==> config.mk <==
export PLATFORM = sky130hd
export DESIGN_NAME = sat_simd_alu
export DESIGN_NICKNAME = d
export VERILOG_FILES = /design/src/rtl/sat_simd_alu.sv
export SDC_FILE = /design/constraint.sdc
export NUM_CORES = 1
export LEC_CHECK = 0
export ABC_AREA = 1
export ABC_CLOCK_PERIOD_IN_PS = 5100
export CORE_ASPECT_RATIO = 1.4
export CORE_MARGIN = 4
export CORE_UTILIZATION = 44
export DETAILED_ROUTE_END_ITERATION = 8
export PLACE_DENSITY = 0.67
export SLEW_MARGIN = 5
export SYNTH_ARGS = -nofsm -noshare
export SYNTH_HDL_FRONTEND = slang
export SYNTH_SLANG_ARGS = --single-unit
==> constraint.sdc <==
create_clock -name clk -period 5.1 [get_ports clk]
set_input_delay 0.765 -clock clk [delete_from_list [all_inputs] [get_ports clk]]
set_output_delay 0.765 -clock clk [all_outputs]
set_load 0.01 [all_outputs]
==> src/rtl/sat_simd_alu.sv <==
// Registered saturating SIMD add/sub unit with valid/ready handshaking.
// RED sums every lane of a and b serially, one lane pair per cycle.
module sat_simd_alu #(
    parameter int WIDTH  = 16,
    parameter int LANE_W = 4
) (
    input  logic             clk,
    input  logic             rst_n,
    input  logic             in_valid,
    output logic             in_ready,
    input  logic [1:0]       op,
    input  logic [WIDTH-1:0] a,
    input  logic [WIDTH-1:0] b,
    output logic             out_valid,
    input  logic             out_ready,
    output logic [WIDTH-1:0] result,
    output logic             sat
);

    localparam int NUM_LANES = WIDTH / LANE_W;
    localparam int CNT_W     = (NUM_LANES > 1) ? $clog2(NUM_LANES) : 1;

    localparam logic [1:0] OP_ADD  = 2'b00;
    localparam logic [1:0] OP_SUB  = 2'b01;
    localparam logic [1:0] OP_PADD = 2'b10;
    localparam logic [1:0] OP_RED  = 2'b11;

    typedef enum logic {IDLE, RED_ACC} state_t;

    state_t             state, state_nxt;
    logic [CNT_W-1:0]   cnt;
    logic [WIDTH-1:0]   acc, a_q, b_q;
    logic               accept, red_last;
    logic [WIDTH:0]     sum_w;
    logic [LANE_W:0]    lane_sum;
    logic [WIDTH-1:0]   alu_res;
    logic               alu_sat;
    logic [LANE_W-1:0]  lane_a, lane_b;
    logic [WIDTH-1:0]   red_sum;

    function automatic logic [WIDTH-1:0] sext_lane(input logic [LANE_W-1:0] x);
        logic [WIDTH-1:0] r;
        r = {WIDTH{x[LANE_W-1]}};
        r[LANE_W-1:0] = x;
        return r;
    endfunction

    assign in_ready = rst_n & (state == IDLE) & (~out_valid | out_ready);

    // Single-cycle ops: one extra bit catches overflow; clamp when the top two bits disagree.
    always_comb begin
        sum_w    = '0;
        lane_sum = '0;
        alu_res  = '0;
        alu_sat  = 1'b0;
        if (op == OP_SUB)
            sum_w = {a[WIDTH-1], a} - {b[WIDTH-1], b};
        else
            sum_w = {a[WIDTH-1], a} + {b[WIDTH-1], b};
        if (op == OP_PADD) begin
            for (int i = 0; i < NUM_LANES; i++) begin
                lane_sum = {a[i*LANE_W+LANE_W-1], a[i*LANE_W +: LANE_W]}
                         + {b[i*LANE_W+LANE_W-1], b[i*LANE_W +: LANE_W]};
                if (lane_sum[LANE_W] != lane_sum[LANE_W-1]) begin
                    alu_sat = 1'b1;
                    alu_res[i*LANE_W +: LANE_W] = lane_sum[LANE_W] ?
                        {1'b1, {(LANE_W-1){1'b0}}} : {1'b0, {(LANE_W-1){1'b1}}};
                end else begin
                    alu_res[i*LANE_W +: LANE_W] = lane_sum[LANE_W-1:0];
                end
            end
        end else if (sum_w[WIDTH] != sum_w[WIDTH-1]) begin
            alu_sat = 1'b1;
            alu_res = sum_w[WIDTH] ? {1'b1, {(WIDTH-1){1'b0}}} : {1'b0, {(WIDTH-1){1'b1}}};
        end else begin
            alu_res = sum_w[WIDTH-1:0];
        end
    end

    // Accumulator wraps modulo 2^WIDTH, which equals truncating the exact sum.
    always_comb begin
        lane_a = '0;
        lane_b = '0;
        for (int i = 0; i < NUM_LANES; i++) begin
            if (cnt == CNT_W'(i)) begin
                lane_a = a_q[i*LANE_W +: LANE_W];
                lane_b = b_q[i*LANE_W +: LANE_W];
            end
        end
        red_sum = acc + sext_lane(lane_a) + sext_lane(lane_b);
    end

    always_comb begin
        state_nxt = state;
        accept    = in_valid & in_ready;
        red_last  = 1'b0;
        case (state)
            IDLE: begin
                if (accept && op == OP_RED)
                    state_nxt = RED_ACC;
            end
            RED_ACC: begin
                if (cnt == CNT_W'(NUM_LANES - 1)) begin
                    red_last  = 1'b1;
                    state_nxt = IDLE;
                end
            end
            default: state_nxt = IDLE;
        endcase
    end

    always_ff @(posedge clk) begin
        if (!rst_n)
            state <= IDLE;
        else
            state <= state_nxt;
    end

    always_ff @(posedge clk) begin
        if (!rst_n) begin
            cnt       <= '0;
            acc       <= '0;
            a_q       <= '0;
            b_q       <= '0;
            result    <= '0;
            sat       <= 1'b0;
            out_valid <= 1'b0;
        end else begin
            if (accept && op == OP_RED) begin
                a_q <= a;
                b_q <= b;
                cnt <= '0;
                acc <= '0;
            end else if (state == RED_ACC) begin
                acc <= red_sum;
                cnt <= cnt + CNT_W'(1);
            end

            if (accept && op != OP_RED) begin
                result    <= alu_res;
                sat       <= alu_sat;
                out_valid <= 1'b1;
            end else if (red_last) begin
                result    <= red_sum;
                sat       <= 1'b0;
                out_valid <= 1'b1;
            end else if (out_valid && out_ready) begin
                out_valid <= 1'b0;
            end
        end
    end

endmodule

=== After elaboration in Yosys (flattened, before gate mapping) ===
Index checks and enable logic that the tools add are counted.

* $add $sub $neg: 9
* Equal/unequal tests: 12
* Bitwise operators: 7
* Reductions and logical operators: 7
* Mux-type cells: 38

{| class="wikitable"
|+ Operators by type and width
! kind !! number
|-
| two-way mux 16 bit || 5
|-
| two-way mux 4 bit || 16
|-
| adder 16 bit || 2
|-
| adder 4 x 4 -> 5 bit || 4
|-
| adder 16 x 16 -> 17 bit || 1
|-
| two-way mux 17 bit || 1
|-
| subtractor 16 x 16 -> 17 bit || 1
|-
| two-way mux 1 bit || 15
|-
| == test 2 bit, second input constant || 4
|-
| inequality test 1 bit || 5
|-
| == test 2 x 1 -> 1 bit, second input constant || 2
|-
| AND 1 bit || 3
|-
| logical AND 1 bit || 3
|-
| NOT 1 bit || 3
|-
| nonzero test 3 bit || 1
|-
| adder 2 x 1 -> 2 bit, second input constant || 1
|-
| zero test 2 bit || 1
|-
| inequality test 2 bit, second input constant || 1
|-
| one-hot mux 1 bit (2 select lines) || 1
|-
| nonzero test 2 bit || 1
|-
| OR reduction 2 bit || 1
|-
| OR 1 bit || 1
|}

* Output and inout port bits: 19
* Bits in registers: 69

=== Logic depth before layout (Yosys ltp) ===
Gate-level depths: netlist (run 1).

* Depth in word-level cells: 9
* Depth in mapped cells: 26
* Gate-level depth less buffers: 26

=== Worst setup path before layout (run 1) ===
No wires, ideal clock.

* Path kind: register to register
* Start: reg cnt[0]
* End: reg result[11]
* Library setup time: 0.114 ns
* Clock period less this slack: 4.289 ns
* Arrival: 4.176 ns
* Path buffers: 1
* Path slack: 0.811 ns
* Cell stages (with the launch flop): 20
* Path through: dfxtp_1 > inv_1 > ha_1 > clkbuf_1 > a21oi_1 > nand2_1 > a22oi_1 > fa_1 > inv_1 > ha_1 > a21oi_1 > o21ai_0 > a21oi_1 > o21ai_1 > a21oi_1 > nand2_1 > nand2_1 > nor2_1 > o21bai_1 > inv_1

* Cells in the longest elaborated chain, start to end: 9

{| class="wikitable"
|+ Ends and longest elaborated chain
! what !! RTL line !! text
|-
| from (decl) || 31 || <nowiki>logic [CNT_W-1:0] cnt;</nowiki>
|-
| from (signal assigned) || 136 || <nowiki>cnt <= cnt + CNT_W'(1);</nowiki>
|-
| zero test 2 bit || 85 || <nowiki>if (cnt == CNT_W'(i)) begin</nowiki>
|-
| two-way mux 4 bit (4 in a row) || 85 ||
|-
| adder 16 bit (2 in a row) || 90 || <nowiki>red_sum = acc + sext_lane(lane_a) + sext_lane(lane_b);</nowiki>
|-
| two-way mux 16 bit || 143 || <nowiki>end else if (red_last) begin</nowiki>
|-
| two-way mux 16 bit || 139 || <nowiki>if (accept && op != OP_RED) begin</nowiki>
|-
| to (signal assigned) || 140 || <nowiki>result <= alu_res;</nowiki>
|-
| to (signal assigned) || 144 || <nowiki>result <= red_sum;</nowiki>
|-
| to (decl) || 16 || <nowiki>output logic [WIDTH-1:0] result,</nowiki>
|}

Parallel ways exist; a longest one is shown, timed or not. The select of a mux whose other input is x is not followed.
A chain may end at the register's enable or synchronous reset.

=== Worst setup path after layout (run 1) ===
Same ends and word-level chain as after synthesis.

==> out/qor.yml, run 1 <==
drt_iter0_drc: 509
drt_first_pass_iters: 5
synth_top_family_by_area: "simple AND/OR/NAND/NOR gates"
postRouteAntennaNets: 0
clk_latency_ns: 0.34
worstPathArrival_ns: 4.58
post_cts_buffers: 0
p_leak_nw: 3.72
muxShareOfSynthArea: 0
cts_tree: "done"
synth_cells: 945
hpwl_um: 15900
fin_tns_setup_ns: 0
chipHeight_um: 151
nets: 1107
grt_use_total: 0.249
synth-compound-area-share: 0.191
antenna_found_initial: 0
hold_class: "register to register"
instances_no_fill: 1185
crit_fanout: 11
grt_overflow: 0
skew_ns: 0.00943
placed_cells: 1169
fp.dieW_um: 110
ctsHoldBuffers: 0
synth_area_leader_cell: "dfxtp_1"
portBuffers: 56
grt_max_degree: 46
synthesis.area_um2: 6440
fillers: 1490
coreArea_um2: 14400
clockBufferDepth: 2
synthAdderAreaFrac: 0.176
seq_area_um2: 1380
cp.required_ns: 5.33
path_clk_slew_ns: 0.07
synth_edf_count: 0
total_power_w: 0.00196
cp-start-kind: "register"
ys_ff_latch: 69
viasPerCell: 5.26
timing.final.ws_setup_ns: 0.750
initial_core_util: 0.448
cts.htree.levels: 3
ios: 57
yosys.area.top_type_share: 0.215
status: "finished clean"
diodes: 0
cts_sinks: 69
synth_top_cells_by_count: "160 x nand2_1, 154 x inv_1, 91 x nor2_1"
worstSetupEndpointType: "register"
cp_top_family: "compound AO/OA/AOI/OAI gates"
synth_top_flop_cell: "dfxtp_1"
num_rows: 52
pre_cts_ws_ns: 0.504
cpPeakStageDelay_ns: 0.62
grt_pass1_wl_um: 31600
max_freq_ghz: 0.230
topRoutingLayerUsed: "met4"
grt_pass1_vias: 6079
hold_violations: 0
drive_gt1_frac: 0.0833
met3_length_um: 755
period_needed_ns: 4.35
maxCapViolCount: 0
synth_cell_types: 53
synthSimpleGateAreaFrac: 0.249
multiInputGateArea_um2: 4300
place.gp.congestion: 0.924
ir_worst_vdd_uv: 126
period_share: 0.853
cp_num_buf_inv: 4
relSlewSlack: 0.437
rsz0062_at_grt: "no"
synth_fp_nets: 1061
vias: 6238
cpMaxStageDelayCell: "o21ai_2"
cts_buffers: 9
crit_chain: "ha_1, inv_1, o21ai_2, buf_4, fa_1, inv_1, ha_1, a21oi_1, o21ai_0, a21oi_1, o21ai_1, a21oi_1, nand2_1, nand2_1, nor2_1, o21bai_1, inv_1"
met2_wirelength_um: 9800
final_cell_area_um2: 7480
drc_errors: 0
synth_xor_area_frac: 0.0517
postPlaceCellArea_um2: 7150
ys_seq_area_frac: 0.215
ctsResizeCount: 0
drv_slew: 0
cellPowerDensity_nw_per_um2: 262
areaGrowthSynthToFinish_pct: 16.2
syn_area_per_cell_um2: 6.81
async_flop_share: 0
avgRoutedWirePerCell_um: 16.6
root_buffer: "clkbuf_16"
worst_pin_slew_ns: 0.844
wl_met1_um: 7940
synth.most_common_cell: "nand2_1"
dieArea_um2: 16700
setup_violations: 0
ys_top_cells_by_area: "dfxtp_1 21%, ha_1 11%, nand2_1 9.3%, inv_1 9.0%, fa_1 6.5%"
crit_type: "register to register"
routed_wl_um: 19700
ys.warnings.count: 0
==> area by class of cell <==
class                           instances  share of cell area
Sequential cell                        69               0.185
Inverter                              162              0.0818
Tap cell                              189              0.0316
Timing Repair Buffer                   62              0.0827
Clock buffer                            9              0.0301
Clock inverter                          7              0.0137
Multi-Input combinational cell        687               0.575
==> power breakdown <==
part	total, W	leakage [nW]	internal, W	switching [W]
sequential	0.000580	0.561	0.000563	0.0000174
combinational	0.000674	3.00	0.000252	0.000421
clock	0.000708	0.157	0.000435	0.000272
==> sequential cells by signal, summed over array words and instances, names as in the netlist <==
signal / count
out_valid: 1
b_q: 16
a_q: 16
sat: 1
cnt: 2
result: 16
acc: 16
state: 1
==> cells by family (layout without fill, tap and decap cells) <==
family                     after synthesis  in the layout
and+or+nand+nor                        355            355
AOI/OAI and AO/OA                      216            216
buffers and inverters                  189            240
adders and majority gates               78             78
DFF                                     69             69
xor gates and xnor gates                38             38
==> placed cells by master, fill, tap and decap left out, types with 6 or more instances in the layout <==
cell type | Yosys | layout
inv_1 | 154 | 154
nor2_1 | 91 | 91
ha_1 | 57 | 57
fa_1 | 21 | 21
nand2_1 | 160 | 160
o211ai_1 | 8 | 8
nand2_2 | 16 | 16
nand3_1 | 38 | 38
or2_2 | 10 | 10
dfxtp_1 | 69 | 69
xor2_1 | 23 | 23
clkdlybuf4s50_1 | 0 | 56
clkbuf_16 | 0 | 9
a21oi_1 | 79 | 79
xnor2_1 | 15 | 15
nand3_2 | 7 | 7
o21bai_1 | 6 | 6
nand4_1 | 6 | 6
nor3_1 | 6 | 6
a21oi_2 | 8 | 8
o21ai_0 | 84 | 84
==> path summary, 6_finish.rpt <==
| check | start | end | slack (ns) | cells past startpoint |
|---|---|---|---|---|
| min reg2reg | a_q[11] | a_q[11] | 0.46 | 2 |
| max reg2reg | cnt[0] | result[11] | 0.75 | 17 |
| max | cnt[0] | result[11] | 0.75 | 17 |
| min | a_q[11] | a_q[11] | 0.46 | 2 |
==> stage by stage <==
step	hold slack, ns	util
after floorplan	0.430	-
after global placement	0.443	0.497
after detailed placement	0.446	0.497
after CTS	0.456	0.520
after global routing	0.490	0.520
final	0.456	0.520
==> routing by layer <==
layer  up-vias  GRT usage
met1      2852      0.295
li1       3158          -
met5         -          0
met3        49     0.0264
met2       179      0.433
met4         0      0.139
==> worst min-delay path, delay by kind of cell (launching register included) <==
family                 cells  cell delay [ns]
buffers and inverters      1             0.06
DFF                        1             0.30
AOI/OAI and AO/OA          1             0.05
Note: power is estimated with default switching activity, not from simulation.
==> inputs of run 2 (changes only) <==
Settings changed: SETUP_SLACK_MARGIN set to 0.5.
==> run 2 against run 1 <==
  * Routed wire length grew 0.15%
  * Largest power group unchanged
  * Critical path depth grew 3
  * Core utilization grew 0.35 points
  * Sequential power is essentially flat
  * Maximum frequency grew 2.1%
  * Critical endpoint unchanged
  * Power grew 0.40%
  * Clock skew is essentially flat
  * Clock-buffer cell count is the same
  * Critical path type unchanged
  * Clock power is essentially flat
  * Via count is essentially flat
  * Non-clock buffer count grew 3
  * Highest routed layer unchanged
  * Die area is the same
==> out/qor.yml, run 2 (synthesis gave the netlist of run 1 again) <==
hp-start: "a_q[11]"  # unchanged
postPlaceCellArea_um2: 7150  # unchanged
rsz0062_at_grt: "no"  # unchanged
vias: 6240  # was 6238
dieArea_um2: 16700  # unchanged
clk_latency_ns: 0.34  # about the same
setup_violations: 0  # unchanged
cpMaxStageDelayCell: "fa_1"  # was o21ai_2
fin_tns_setup_ns: 0  # unchanged
ir_worst_vdd_uv: 126  # about the same
drive_gt1_frac: 0.0871  # was 0.0833
cpPeakStageDelay_ns: 0.49  # was 0.62 ns
seqPwrFrac: 0.295  # was 0.296
diodes: 0  # unchanged
total_power_w: 0.00197  # was 0.00196 W
coreArea_um2: 14400  # unchanged
worst_pin_slew_ns: 0.845  # was 0.844 ns
cts_buffers: 9  # unchanged
layout_commonest_cell: "nand2_1"  # unchanged
relSlewSlack: 0.436  # was 0.437
crit_chain: "inv_1, ha_1, inv_1, o21ai_1, o21ai_1, o21ai_4, buf_4, fa_1, inv_1, ha_1, a21oi_1, o21ai_0, a21oi_1, o21ai_1, a21oi_1, nand2_1, nand2_1, nor2_1, o21bai_1, inv_1"  # was ha_1, inv_1, o21ai_2, buf_4, fa_1, inv_1, ha_1, a21oi_1, o21ai_0, a21oi_1, o21ai_1, a21oi_1, nand2_1, nand2_1, nor2_1, o21bai_1, inv_1
p_leak_nw: 3.74  # was 3.72 nW
nets: 1110  # was 1107
min_to: "a_q[11]"  # unchanged
reg2reg_slack_ns: 0.84  # was 0.75 ns
grt_pass1_vias: 6079  # unchanged
drt_iter0_drc: 504  # was 509
clockBufferDepth: 2  # unchanged
num_rows: 52  # unchanged
ctsHoldBuffers: 0  # unchanged
path_common_cell: "inv_1"
max_freq_ghz: 0.235  # was 0.230 GHz
cp.required_ns: 5.33  # about the same
root_buffer: "clkbuf_16"  # unchanged
p_sw_w: 0.000716  # was 0.000711 W
fillers: 1494  # was 1490
period_share: 0.835  # was 0.853
mostFrequentLayoutCells: "160 x nand2_1, 154 x inv_1, 91 x nor2_1, 84 x o21ai_0, 79 x a21oi_1"  # unchanged
hpwl_um: 15900  # unchanged
antenna_found_initial: 0  # unchanged
final_cell_area_um2: 7530  # was 7480 um2
place.gp.congestion: 0.924  # unchanged
routed_wl_um: 19700  # about the same
path_clk_slew_ns: 0.07  # about the same
crit_fanout: 12  # was 11
initial_core_util: 0.448  # unchanged
p_int_w: 0.00125  # about the same
hold_class: "register to register"  # unchanged
r2r-start: "cnt[0]"  # unchanged
ios: 57  # unchanged
sw_frac_of_total: 0.363  # was 0.362
grt_pass1_wl_um: 31600  # unchanged
hold_violations: 0  # unchanged
maxCapViolCount: 0  # unchanged
worstPathArrival_ns: 4.49  # was 4.58 ns
cts.htree.levels: 3  # unchanged
cts_tree: "done"  # unchanged
p_comb_frac: 0.345  # was 0.343
status: "finished clean"  # unchanged
drc_errors: 0  # unchanged
chipHeight_um: 151  # unchanged
cp-start-kind: "register"  # unchanged
final_core_util: 0.523  # was 0.520
grt_max_degree: 46  # unchanged
avgRoutedWirePerCell_um: 16.6  # about the same
grt_use_total: 0.249  # unchanged
period_needed_ns: 4.26  # was 4.35 ns
worstSetupEndpointType: "register"  # unchanged
whs_path_depth: 2  # unchanged
rr_endpoint: "result[11]"  # unchanged
viasPerCell: 5.25  # was 5.26
portBuffers: 56  # unchanged
grt_overflow: 0  # unchanged
cellPowerDensity_nw_per_um2: 262  # about the same
postRouteAntennaNets: 0  # unchanged
areaGrowthSynthToFinish_pct: 16.9  # was 16.2%
clkPwrFrac: 0.360  # was 0.361
reg2regPathDepth: 20  # was 17
drt_first_pass_iters: 5  # unchanged
crit_type: "register to register"  # unchanged
cts_sinks: 69  # unchanged
skew_ns: 0.00940  # was 0.00943 ns
fp.dieW_um: 110  # unchanged
drv_slew: 0  # unchanged
## run 2: power groups by stage
stage | sequential [W] | clock [W] | combinational [W]
2_1_floorplan | 0.000588 | 0 | 0.000472
3_3_place_gp | 0.000592 | 0 | 0.000667
3_5_place_dp | 0.000592 | 0 | 0.000671
4_1_cts | 0.000580 | 0.000717 | 0.000674
5_1_grt | 0.000582 | 0.000740 | 0.000765
6_report | 0.000580 | 0.000710 | 0.000679
## run 2: critical path, delay by kind of cell, from the launching register on
family	cells	cell delay [ns]
AO/OA/AOI/OAI	9	1.63
adder cells (fa/ha/maj)	3	1.21
buffers and inverters	5	0.62
flip-flops	1	0.40
AND/OR/NAND/NOR	3	0.27
## run 2: routing by layer
metal | up-vias | wire length [um] | global-route usage
li1 | 3159 | - | -
met2 | 165 | 9910 | 0.433
met4 | 0 | 1140 | 0.139
met3 | 46 | 642 | 0.0264
met1 | 2870 | 8050 | 0.295
met5 | - | 0 | 0
## run 2: how the worst max path moves through the flow
stage	start	end	slack (ns)	cells after the start
2_1_floorplan	cnt[0]	result[11]	0.81	19
3_3_place_gp	b[0]	result[11]	0.59	27
3_5_place_dp	b[0]	result[11]	0.50	26
4_1_cts	cnt[0]	result[11]	0.71	17
5_1_grt	b[0]	result[11]	0.54	26
6_report	cnt[0]	result[11]	0.84	20
## run 2: what timing repair did
action | 4_1_cts | 5_1_grt
endpoints found under the setup margin | 0 | 6
gates resized for setup | 0 | 4
setup buffers | 0 | 3
## run 2: area by class of cell
class                   count  area (um2)  share of cell area
multi-input cells         687        4310               0.573
flip-flops and latches     69        1380               0.184
repair buffers             65         653              0.0868
inverters                 162         614              0.0816
well taps                 189         236              0.0314
clock buffers               9         225              0.0299
clock inverters             7         103              0.0136
## run 2: per-stage QoR
step	hold slack (ns)	setup slack [ns]	cells
floorplan	0.430	0.811	945
global placement	0.443	0.591	1169
detailed placement	0.446	0.504	1169
CTS	0.456	0.710	1185
global route	0.490	0.542	1188
finish	0.458	0.841	1188
==> inputs of run 3 (changes only) <==
Settings changed: ABC_CLOCK_PERIOD_IN_PS 5100 to 3700, PLACE_DENSITY 0.67 to 0.69.
Clock period 5.1 ns to 3.7 ns, I/O delays scaled along.
==> run 3 against run 2 <==
  * Core utilization grew 14 points
  * Register-to-register slack lost 0.60 ns
  * Worst setup slack lost 0.60 ns
  * Largest cell class unchanged
  * Maximum frequency grew 23%
  * Flip-flop and latch count is the same
  * Critical path depth shrank 2
  * Critical endpoint is now result[8]
  * Via count grew 13%
  * Routed wire length grew 17%
  * Power grew 61%
  * Hold slack gained 0.013 ns
  * Sequential share of layout area shrank 3.9 points
  * Combinational power grew 110%
  * Critical path type unchanged
==> out/qor.yml, run 3 (synthesis gave the netlist of run 1 again) <==
hold_violations: 0  # unchanged
crit_fanout: 8  # was 12
grt_use_met2: 0.481  # was 0.433
ios: 57  # unchanged
routed_wl_um: 23000  # was 19700 um
path_clk_slew_ns: 0.07  # about the same
coreArea_um2: 14400  # unchanged
hold_class: "register to register"  # unchanged
worstPathArrival_ns: 3.74  # was 4.49 ns
chipHeight_um: 151  # unchanged
ir_worst_vdd_uv: 232  # was 126 uV
viasPerCell: 5.38  # was 5.25
period_share: 0.936  # was 0.835
drc_errors: 0  # unchanged
nets: 1235  # was 1110
clockBufferDepth: 2  # unchanged
grt_overflow: 0  # unchanged
worstSetupEndpointType: "register"  # unchanged
drt_first_pass_iters: 5  # unchanged
clkPwrFrac: 0.308  # was 0.360
p_sw_w: 0.00117  # was 0.000716 W
postRouteAntennaNets: 0  # unchanged
cts_sinks: 69  # unchanged
initial_core_util: 0.448  # unchanged
grt_use_met1: 0.292  # was 0.295
seqPwrFrac: 0.251  # was 0.295
reg2reg_slack_ns: 0.24  # was 0.84 ns
vias: 7065  # was 6240
cp-start-kind: "register"  # unchanged
cp_top_family: "adder cells"  # was compound AO/OA/AOI/OAI gates
path_common_cell: "o21ai_4"  # was inv_1
fin_tns_setup_ns: 0  # unchanged
grt_pass1_wl_um: 35000  # was 31600 um
cts_tree: "done"  # unchanged
place.gp.congestion: 0.991  # was 0.924
cp_num_buf_inv: 4  # was 5
dieArea_um2: 16700  # unchanged
maxCapViolCount: 0  # unchanged
layout_commonest_cell: "nand2_1"  # unchanged
cp.required_ns: 3.98  # was 5.33 ns
status: "finished clean"  # unchanged
skew_ns: 0.00708  # was 0.00940 ns
rsz0062_at_grt: "yes"  # was no
relSlewSlack: 0.467  # was 0.436
grt_use_total: 0.277  # was 0.249
met3_usage: 0.0409  # was 0.0264
drive_gt1_frac: 0.332  # was 0.0871
period_needed_ns: 3.46  # was 4.26 ns
cpPeakStageDelay_ns: 0.55  # was 0.49 ns
setup_violations: 0  # unchanged
postPlaceCellArea_um2: 8000  # was 7150 um2
drt_iter0_drc: 464  # was 504
drv_slew: 0  # unchanged
cts.htree.levels: 3  # unchanged
crit_type: "register to register"  # unchanged
clk_latency_ns: 0.34  # about the same
root_buffer: "clkbuf_16"  # unchanged
cpMaxStageDelayCell: "fa_1"  # unchanged
p_leak_nw: 4.63  # was 3.74 nW
p_comb_frac: 0.441  # was 0.345
grt_max_degree: 46  # unchanged
worst_pin_slew_ns: 0.798  # was 0.845 ns
num_rows: 52  # unchanged
portBuffers: 56  # unchanged
cts_buffers: 9  # unchanged
fp.dieW_um: 110  # unchanged
crit_chain: "buf_4, ha_4, inv_4, o21ai_4, o21ai_4, o21ai_4, buf_12, fa_1, inv_2, ha_4, nand2_1, nor2_2, nand2_1, nand3_2, a31oi_2, xnor2_2, o221ai_1, nor2_1"  # was inv_1, ha_1, inv_1, o21ai_1, o21ai_1, o21ai_4, buf_4, fa_1, inv_1, ha_1, a21oi_1, o21ai_0, a21oi_1, o21ai_1, a21oi_1, nand2_1, nand2_1, nor2_1, o21bai_1, inv_1
cellPowerDensity_nw_per_um2: 332  # was 262 nW/um2
avgRoutedWirePerCell_um: 17.6  # was 16.6 um
antenna_found_initial: 0  # unchanged
areaGrowthSynthToFinish_pct: 48.9  # was 16.9%
hpwl_um: 17100  # was 15900 um
grt_pass1_vias: 6967  # was 6079
p_int_w: 0.00200  # was 0.00125 W
mostFrequentLayoutCells: "129 x nand2_1, 128 x inv_1, 110 x buf_4, 81 x nor2_1, 67 x dfxtp_1"  # was 160 x nand2_1, 154 x inv_1, 91 x nor2_1, 84 x o21ai_0, 79 x a21oi_1
diodes: 0  # unchanged
max_freq_ghz: 0.289  # was 0.235 GHz
gr-max-usage-layer: "met2"  # unchanged
sw_frac_of_total: 0.369  # was 0.363
final_cell_area_um2: 9580  # was 7530 um2
## run 3: cell count changes in the layout (fill, tap and decap cells not counted), sizes merged, moves of 2 or more
cell	change
dlymetal6s2s	+4
buf	+126
clkdlybuf4s50	-11
clkbuf	+2
clkinv	+2
dlygate4sd2	+2
## run 3: power groups by stage
stage | Combinational (W) | Sequential (W) | Clock, W
2_1_floorplan | 0.000686 | 0.000811 | 0
3_5_place_dp | 0.00112 | 0.000812 | 0
3_3_place_gp | 0.00110 | 0.000813 | 0
6_report | 0.00140 | 0.000798 | 0.000980
5_1_grt | 0.00152 | 0.000800 | 0.00102
4_1_cts | 0.00127 | 0.000795 | 0.000983
## run 3: final timing paths
kind           from         to  cells after the start
max reg2reg  cnt[1]  result[8]                     18
min reg2reg  acc[3]     acc[3]                      2
min          acc[3]     acc[3]                      2
max          cnt[1]  result[8]                     18
## run 3: worst reg2reg max path, cell delays in order (launching register included)
cell and delay (ns):
dfxtp_4 0.36, buf_4 0.14, ha_4 0.21, inv_4 0.10, o21ai_4 0.07, o21ai_4 0.16
o21ai_4 0.10, buf_12 0.16, fa_1 0.56, inv_2 0.05, ha_4 0.32, nand2_1 0.11
nor2_2 0.19, nand2_1 0.10, nand3_2 0.18, a31oi_2 0.14, xnor2_2 0.23, o221ai_1 0.14
nor2_1 0.11
## run 3: timing repair
action                     4_1_cts  5_1_grt
gates cloned                     4        0
pin swaps                       63       84
resized for setup              126      121
buffers inserted                27        9
hold buffers                     0        0
setup endpoints to repair       29       29
hold endpoints to repair         0        0
## run 3: stage by stage
step	total power (W)	cells	hold slack, ns	setup WS [ns]	util
floorplan	0.00150	945	0.430	0.204	-
global placement	0.00192	1257	0.446	-0.439	0.556
detailed placement	0.00193	1257	0.452	-0.524	0.556
CTS	0.00305	1304	0.461	0.333	0.631
global route	0.00334	1313	0.493	0.0804	0.666
finish	0.00318	1313	0.471	0.239	0.666
## run 3: routing by layer
metal / share of wire / routed length [um]
met1: 0.37 / 8420
met2: 0.51 / 11700
met3: 0.042 / 959
met4: 0.087 / 2010
met5: 0 / 0
## run 3: area by class of cell
cell class,count,area (um2)
clock buffer,9,225
clock inverter,7,106
fill,1200,4800
inverter,162,633
multi-input combinational,688,5280
sequential,69,1390
tap,189,236
timing repair buffer,188,1710
timing repair inverter,1,7.51
